$ cat config.mk
export PLATFORM = sky130hd
export DESIGN_NAME = mc_decode_queue
export DESIGN_NICKNAME = d
export VERILOG_FILES = /design/src/rtl/mc_decode_queue.sv
export SDC_FILE = /design/constraint.sdc
export NUM_CORES = 1
export LEC_CHECK = 0
export CAP_MARGIN = 20
export CORE_ASPECT_RATIO = 0.6
export CORE_MARGIN = 2
export CORE_UTILIZATION = 30
export DETAILED_ROUTE_END_ITERATION = 7
export GPL_TIMING_DRIVEN = 0
export PLACE_DENSITY = 0.57
export SYNTH_ARGS = -nofsm -noshare
export SYNTH_HDL_FRONTEND = slang
export SYNTH_SLANG_ARGS = --single-unit
$ cat constraint.sdc
create_clock -name CLK -period 2.5 [get_ports CLK]
set_clock_uncertainty 0.05 [all_clocks]
set_input_delay 0.5 -clock CLK [delete_from_list [all_inputs] [get_ports CLK]]
set_output_delay 0.5 -clock CLK [all_outputs]
set_load 0.02 [all_outputs]
$ cat src/rtl/mc_decode_queue.sv
// mc_decode_queue: instruction buffer in front of an RV32I/RV32A decoder.
// Fetched words are pushed into a circular FIFO. The head is decoded and
// loaded into a registered output bundle that is held under backpressure.
// A halt instruction freezes the queue once it is consumed.
//
// Ports
//   CLK, nRST           clock, asynchronous active-low reset
//   in_valid/in_instr   fetch push request and instruction word
//   in_ready            queue accepts in_instr this cycle
//   flush               discard all buffered and decoded instructions
//   out_valid/out_ready decoded bundle handshake
//   rs1..rdSel          registered decoded bundle
//   count               occupied FIFO entries (output register excluded)
//   halted              sticky, set when a halt has been consumed
module mc_decode_queue #(
  parameter int unsigned DEPTH = 4,
  parameter int unsigned CW    = $clog2(DEPTH + 1)
) (
  input  logic          CLK,
  input  logic          nRST,
  input  logic          in_valid,
  input  logic [31:0]   in_instr,
  output logic          in_ready,
  input  logic          flush,
  output logic          out_valid,
  input  logic          out_ready,
  output logic [4:0]    rs1,
  output logic [4:0]    rs2,
  output logic [4:0]    rd,
  output logic [3:0]    aluOp,
  output logic          regWr,
  output logic          dREN,
  output logic          dWEN,
  output logic          aluSrc,
  output logic          jpSel,
  output logic          atomic,
  output logic          halt,
  output logic          illegal,
  output logic [11:0]   imm,
  output logic [1:0]    pcSrc,
  output logic [2:0]    rdSel,
  output logic [CW-1:0] count,
  output logic          halted
);

  localparam int unsigned PW = $clog2(DEPTH);

  // ALU operation encoding
  localparam logic [3:0] ALU_ADD  = 4'd0;
  localparam logic [3:0] ALU_SUB  = 4'd1;
  localparam logic [3:0] ALU_SLL  = 4'd2;
  localparam logic [3:0] ALU_SLT  = 4'd3;
  localparam logic [3:0] ALU_SLTU = 4'd4;
  localparam logic [3:0] ALU_XOR  = 4'd5;
  localparam logic [3:0] ALU_SRL  = 4'd6;
  localparam logic [3:0] ALU_SRA  = 4'd7;
  localparam logic [3:0] ALU_OR   = 4'd8;
  localparam logic [3:0] ALU_AND  = 4'd9;

  // Major opcodes
  localparam logic [6:0] OP_R      = 7'b0110011;
  localparam logic [6:0] OP_I      = 7'b0010011;
  localparam logic [6:0] OP_LOAD   = 7'b0000011;
  localparam logic [6:0] OP_STORE  = 7'b0100011;
  localparam logic [6:0] OP_BRANCH = 7'b1100011;
  localparam logic [6:0] OP_JAL    = 7'b1101111;
  localparam logic [6:0] OP_JALR   = 7'b1100111;
  localparam logic [6:0] OP_LUI    = 7'b0110111;
  localparam logic [6:0] OP_AUIPC  = 7'b0010111;
  localparam logic [6:0] OP_AMO    = 7'b0101111;
  localparam logic [6:0] OP_HALT   = 7'b1111111;

  localparam logic [4:0] F5_LR = 5'b00010;
  localparam logic [4:0] F5_SC = 5'b00011;

  typedef struct packed {
    logic [4:0]  rs1;
    logic [4:0]  rs2;
    logic [4:0]  rd;
    logic [3:0]  alu_op;
    logic        reg_wr;
    logic        d_ren;
    logic        d_wen;
    logic        alu_src;
    logic        jp_sel;
    logic        atomic;
    logic        halt;
    logic        illegal;
    logic [11:0] imm;
    logic [1:0]  pc_src;
    logic [2:0]  rd_sel;
  } bundle_t;

  logic [31:0]   mem [DEPTH];
  logic [PW-1:0] wr_ptr;
  logic [PW-1:0] rd_ptr;
  bundle_t       bundle_q;
  bundle_t       dec;
  logic [31:0]   head;
  logic          push;
  logic          pop;
  logic          consume;
  logic          halt_pending;

  // ALU op for R-type and I-type ALU; alt selects SUB/SRA, SUB only when allowed
  function automatic logic [3:0] alu_sel(input logic [2:0] f3, input logic alt,
                                         input logic allow_sub);
    logic [3:0] op;
    case (f3)
      3'b000:  op = (alt && allow_sub) ? ALU_SUB : ALU_ADD;
      3'b001:  op = ALU_SLL;
      3'b010:  op = ALU_SLT;
      3'b011:  op = ALU_SLTU;
      3'b100:  op = ALU_XOR;
      3'b101:  op = alt ? ALU_SRA : ALU_SRL;
      3'b110:  op = ALU_OR;
      default: op = ALU_AND;
    endcase
    return op;
  endfunction

  // Handshakes; a halt sitting in or past the output stage blocks pops
  assign halt_pending = out_valid && bundle_q.halt;
  assign consume      = out_valid && out_ready;
  assign in_ready     = (count < CW'(DEPTH)) && !halted && !halt_pending;
  assign push         = in_valid && in_ready;
  assign pop          = (count != '0) && (!out_valid || consume) && !halt_pending && !halted;

  assign head = mem[rd_ptr];

  // Decode of the FIFO head
  always_comb begin
    dec     = '0;
    dec.rs1 = head[19:15];
    dec.rs2 = head[24:20];
    dec.rd  = head[11:7];
    case (head[6:0])
      OP_R: begin
        dec.reg_wr = 1'b1;
        dec.alu_op = alu_sel(head[14:12], head[30], 1'b1);
      end
      OP_I: begin
        dec.reg_wr  = 1'b1;
        dec.alu_src = 1'b1;
        dec.imm     = head[31:20];
        dec.alu_op  = alu_sel(head[14:12], head[30], 1'b0);
      end
      OP_LOAD: begin
        dec.reg_wr  = 1'b1;
        dec.d_ren   = 1'b1;
        dec.alu_src = 1'b1;
        dec.rd_sel  = 3'd1;
        dec.imm     = head[31:20];
        dec.alu_op  = ALU_ADD;
      end
      OP_STORE: begin
        dec.d_wen   = 1'b1;
        dec.alu_src = 1'b1;
        dec.imm     = {head[31:25], head[11:7]};
        dec.alu_op  = ALU_ADD;
      end
      OP_BRANCH: begin
        dec.pc_src = 2'd1;
        case (head[14:12])
          3'b000, 3'b001: dec.alu_op = ALU_SUB;
          3'b100, 3'b101: dec.alu_op = ALU_SLT;
          3'b110, 3'b111: dec.alu_op = ALU_SLTU;
          default: begin
            dec.pc_src  = 2'd0;
            dec.illegal = 1'b1;
          end
        endcase
      end
      OP_JAL: begin
        dec.reg_wr = 1'b1;
        dec.pc_src = 2'd2;
        dec.rd_sel = 3'd2;
      end
      OP_JALR: begin
        dec.reg_wr  = 1'b1;
        dec.pc_src  = 2'd2;
        dec.jp_sel  = 1'b1;
        dec.alu_src = 1'b1;
        dec.rd_sel  = 3'd2;
        dec.imm     = head[31:20];
      end
      OP_LUI: begin
        dec.reg_wr = 1'b1;
        dec.rd_sel = 3'd3;
      end
      OP_AUIPC: begin
        dec.reg_wr = 1'b1;
        dec.rd_sel = 3'd4;
      end
      OP_AMO: begin
        if (head[31:27] == F5_LR) begin
          dec.reg_wr = 1'b1;
          dec.d_ren  = 1'b1;
          dec.atomic = 1'b1;
          dec.rd_sel = 3'd1;
        end else if (head[31:27] == F5_SC) begin
          dec.reg_wr = 1'b1;
          dec.d_wen  = 1'b1;
          dec.atomic = 1'b1;
          dec.rd_sel = 3'd5;
        end else begin
          dec.illegal = 1'b1;
        end
      end
      OP_HALT: dec.halt = 1'b1;
      default: dec.illegal = 1'b1;
    endcase
  end

  // FIFO storage; contents are only visible through the pointers, so no reset
  always_ff @(posedge CLK) begin
    if (push && !flush) begin
      mem[wr_ptr] <= in_instr;
    end
  end

  // Pointers, occupancy, output stage and halt flag
  always_ff @(posedge CLK or negedge nRST) begin
    if (!nRST) begin
      wr_ptr    <= '0;
      rd_ptr    <= '0;
      count     <= '0;
      out_valid <= 1'b0;
      bundle_q  <= '0;
      halted    <= 1'b0;
    end else if (flush) begin
      wr_ptr    <= '0;
      rd_ptr    <= '0;
      count     <= '0;
      out_valid <= 1'b0;
    end else begin
      if (push) begin
        wr_ptr <= wr_ptr + PW'(1);
      end
      if (pop) begin
        rd_ptr <= rd_ptr + PW'(1);
      end
      if (push && !pop) begin
        count <= count + CW'(1);
      end else if (pop && !push) begin
        count <= count - CW'(1);
      end
      if (pop) begin
        out_valid <= 1'b1;
        bundle_q  <= dec;
      end else if (consume) begin
        out_valid <= 1'b0;
      end
      if (consume && bundle_q.halt) begin
        halted <= 1'b1;
      end
    end
  end

  assign rs1     = bundle_q.rs1;
  assign rs2     = bundle_q.rs2;
  assign rd      = bundle_q.rd;
  assign aluOp   = bundle_q.alu_op;
  assign regWr   = bundle_q.reg_wr;
  assign dREN    = bundle_q.d_ren;
  assign dWEN    = bundle_q.d_wen;
  assign aluSrc  = bundle_q.alu_src;
  assign jpSel   = bundle_q.jp_sel;
  assign atomic  = bundle_q.atomic;
  assign halt    = bundle_q.halt;
  assign illegal = bundle_q.illegal;
  assign imm     = bundle_q.imm;
  assign pcSrc   = bundle_q.pc_src;
  assign rdSel   = bundle_q.rd_sel;

endmodule
==> metrics.cfg <==
[outcome]
outcome=complete, but fails checks
violations=setup timing

[worst_setup_path]
cp.required_ns=2.79
critPathMaxFanout=7
cp-end-kind=flip-flop
crit_type=reg2reg
startpoint_type=flip-flop
arrival_ns=2.84

[synthesis]
synthTopCellsByArea=edfxtp_1, dfrtp_1, mux4_2
ys_warn_count=0
netlist_area_um2=7140
async_reset_ff_frac=0.293
synth_area_per_cell_um2=16.4
ys_ff_latch=181
synth.distinct_cells=53
synth-edff-count=128
synth.most_common_cell=edfxtp_1
synth_nets=477
synthTopCellsByCount=edfxtp_1, nand2_1, dfrtp_1
yosysTopAreaCell=edfxtp_1
seq_area_frac_synth=0.724
synth_top_area_frac=0.538
yosys_most_used_dff=edfxtp_1
synthCells=435

[timing]
rsz0062_at_grt=yes
hold_viol=0
min_period_ns=2.56
whs_ns=0.432
slew_headroom=0.461
timing.final.ws_setup_ns=-0.0550
min_period_over_period=1.02
final_max_slew_viol_count=0
setup_viol=2
fmax_mhz=391
worst_pin_slew_ns=0.809

[pwr]
leakagePower_nw=3.31
power_mw=10.3
powerDensity_nw_per_um2=1100
vdd_drop_max_mv=0.594

[placement]
hpwl_um=12200
placed_cells=840
numPortBuffers=85
place.gp.congestion=0.819

[final_layout]
drive_above_1_share=0.203
diodes=0
fillers=2160
stdcell_count=887
nets=601
area_growth_pct=30.4

[grt]
track_usage=0.148
grt_max_degree=38
grt_pass1_wl_um=26900
grt-ovfl-total=0
grt_pass1_vias=4352
antenna_found_initial=1

[drt]
vias=4339
dr.pass1.iters=4
ant_nets=0
wl_um=17700
drc_errors=0
drtIter0Drc=359
wl_per_cell_um=20.0
avgViaCountPerCell=4.89

[clock_tree]
htree_levels=4
insertion_delay_ns=0.43
cts-root-buf=clkbuf_16
cts_buffer_depth=2
cts_tree=done
clkSinkCount=181
cts.clk_slew.worst_paths_ns=0.07
cts_buffers=17

[min_path]
min_path_type=reg2reg

[die]
rows=43
core-area_um2=23200
fp.dieArea_um2=25100
die_y_um=124
ioPinCount=87
die_w_um=203
initial_utilization=0.307

[run]
cap_viol_max_count=0

stage by stage:
stage	setup TNS (ns)	setup slack (ns)	area (um^2)	utilization
CTS	-0.245	-0.0835	9190	0.395
global placement	-190.83	-0.983	8390	0.361
floorplan	0	0.0209	7140	-
finish	-0.0684	-0.0550	9310	0.401
detailed placement	-35.04	-0.731	8490	0.365
global route	-0.476	-0.119	9310	0.401
power breakdown:
| part | switching [mW] | internal (mW) |
|---|---|---|
| logic | 2.05 | 1.59 |
| clock network | 1.17 | 1.49 |
| registers | 0.294 | 3.70 |
cells in the final DEF, fill, tap and decap left out, types with 4 or more instances in the layout:
| cell | netlist | final |
|---|---|---|
| a22o_1 | 7 | 7 |
| a31oi_1 | 7 | 7 |
| buf_4 | 0 | 17 |
| nor2_1 | 26 | 25 |
| clkbuf_2 | 0 | 7 |
| clkbuf_16 | 0 | 17 |
| inv_1 | 5 | 5 |
| o21ai_0 | 4 | 4 |
| and2_4 | 0 | 4 |
| nand2_1 | 71 | 71 |
| dfrtp_1 | 53 | 53 |
| a21oi_1 | 13 | 12 |
| a32oi_1 | 6 | 5 |
| buf_12 | 0 | 6 |
| clkdlybuf4s50_1 | 0 | 83 |
| ha_1 | 4 | 4 |
| edfxtp_1 | 128 | 128 |
| clkbuf_1 | 15 | 7 |
| xnor2_1 | 4 | 4 |
| nor2b_1 | 4 | 4 |
| mux4_2 | 31 | 31 |
kinds of logic (layout without fill, tap and decap cells):
family	count (synthesis)	in the layout	share of synthesized area
AOI/OAI and AO/OA	56	56	0.0606
xor gates and xnor gates	5	5	0.00613
adders and majority gates	5	5	0.00981
buffers and inverters	26	163	0.0163
DFF	181	181	0.724
muxes	33	33	0.101
and+or+nand+nor	129	129	0.0829
timing repair:
action                     in CTS  in global routing
hold buffers                    1                  0
hold endpoints to repair       16                  0
gates resized for setup        19                 29
pin swaps                       3                  8
buffers inserted                7                  8
setup endpoints to repair     119                102
worst max-delay path, cell delays in order (launching register included):
cell and delay (ns):
dfrtp_1 0.34, buf_6 0.15, buf_12 0.14, mux4_2 0.51
or4b_4 0.60, or4_4 0.47, a41oi_2 0.21
cell type report:
class / instances / area, um^2 / area share
buffer: 20 / 129 / 0.0138
clock buffer: 19 / 433 / 0.0465
clock inverter: 13 / 150 / 0.0161
inverter: 5 / 18.8 / 0.00202
multi-input combinational: 228 / 1940 / 0.209
sequential: 181 / 5170 / 0.555
tap: 315 / 394 / 0.0423
timing repair buffer: 106 / 1070 / 0.115
per-layer routing:
metal	up-vias	global-route usage	routed length, um
li1	1912	-	-
met2	145	0.220	7770
met4	2	0.0347	97
met3	13	0.0385	1190
met1	2267	0.216	8680
met5	-	0	13
final timing paths:
check | to | slack [ns] | start | cells after the start
worst max-delay path | rdSel[0] | -0.06 | rd_ptr[0] | 6
worst min-delay path | rd[0] | 0.43 | rd[0] | 2
worst max register to register | rdSel[0] | -0.06 | rd_ptr[0] | 6
worst min register to register | rd[0] | 0.43 | rd[0] | 2
max in group asynchronous | rs1[2] | 1.31 | nRST | 3
min in group asynchronous | illegal | 0.51 | nRST | 2
registers in the layout (all words and copies together), names as in the netlist, 2 cells and up:
register and cells:
imm 12, pcSrc 2, mem 128, count 3
wr_ptr 2, rs1 5, rs2 5, rdSel 3
rd_ptr 2, rd 5, aluOp 4
Note: power is estimated with default switching activity, not from simulation.
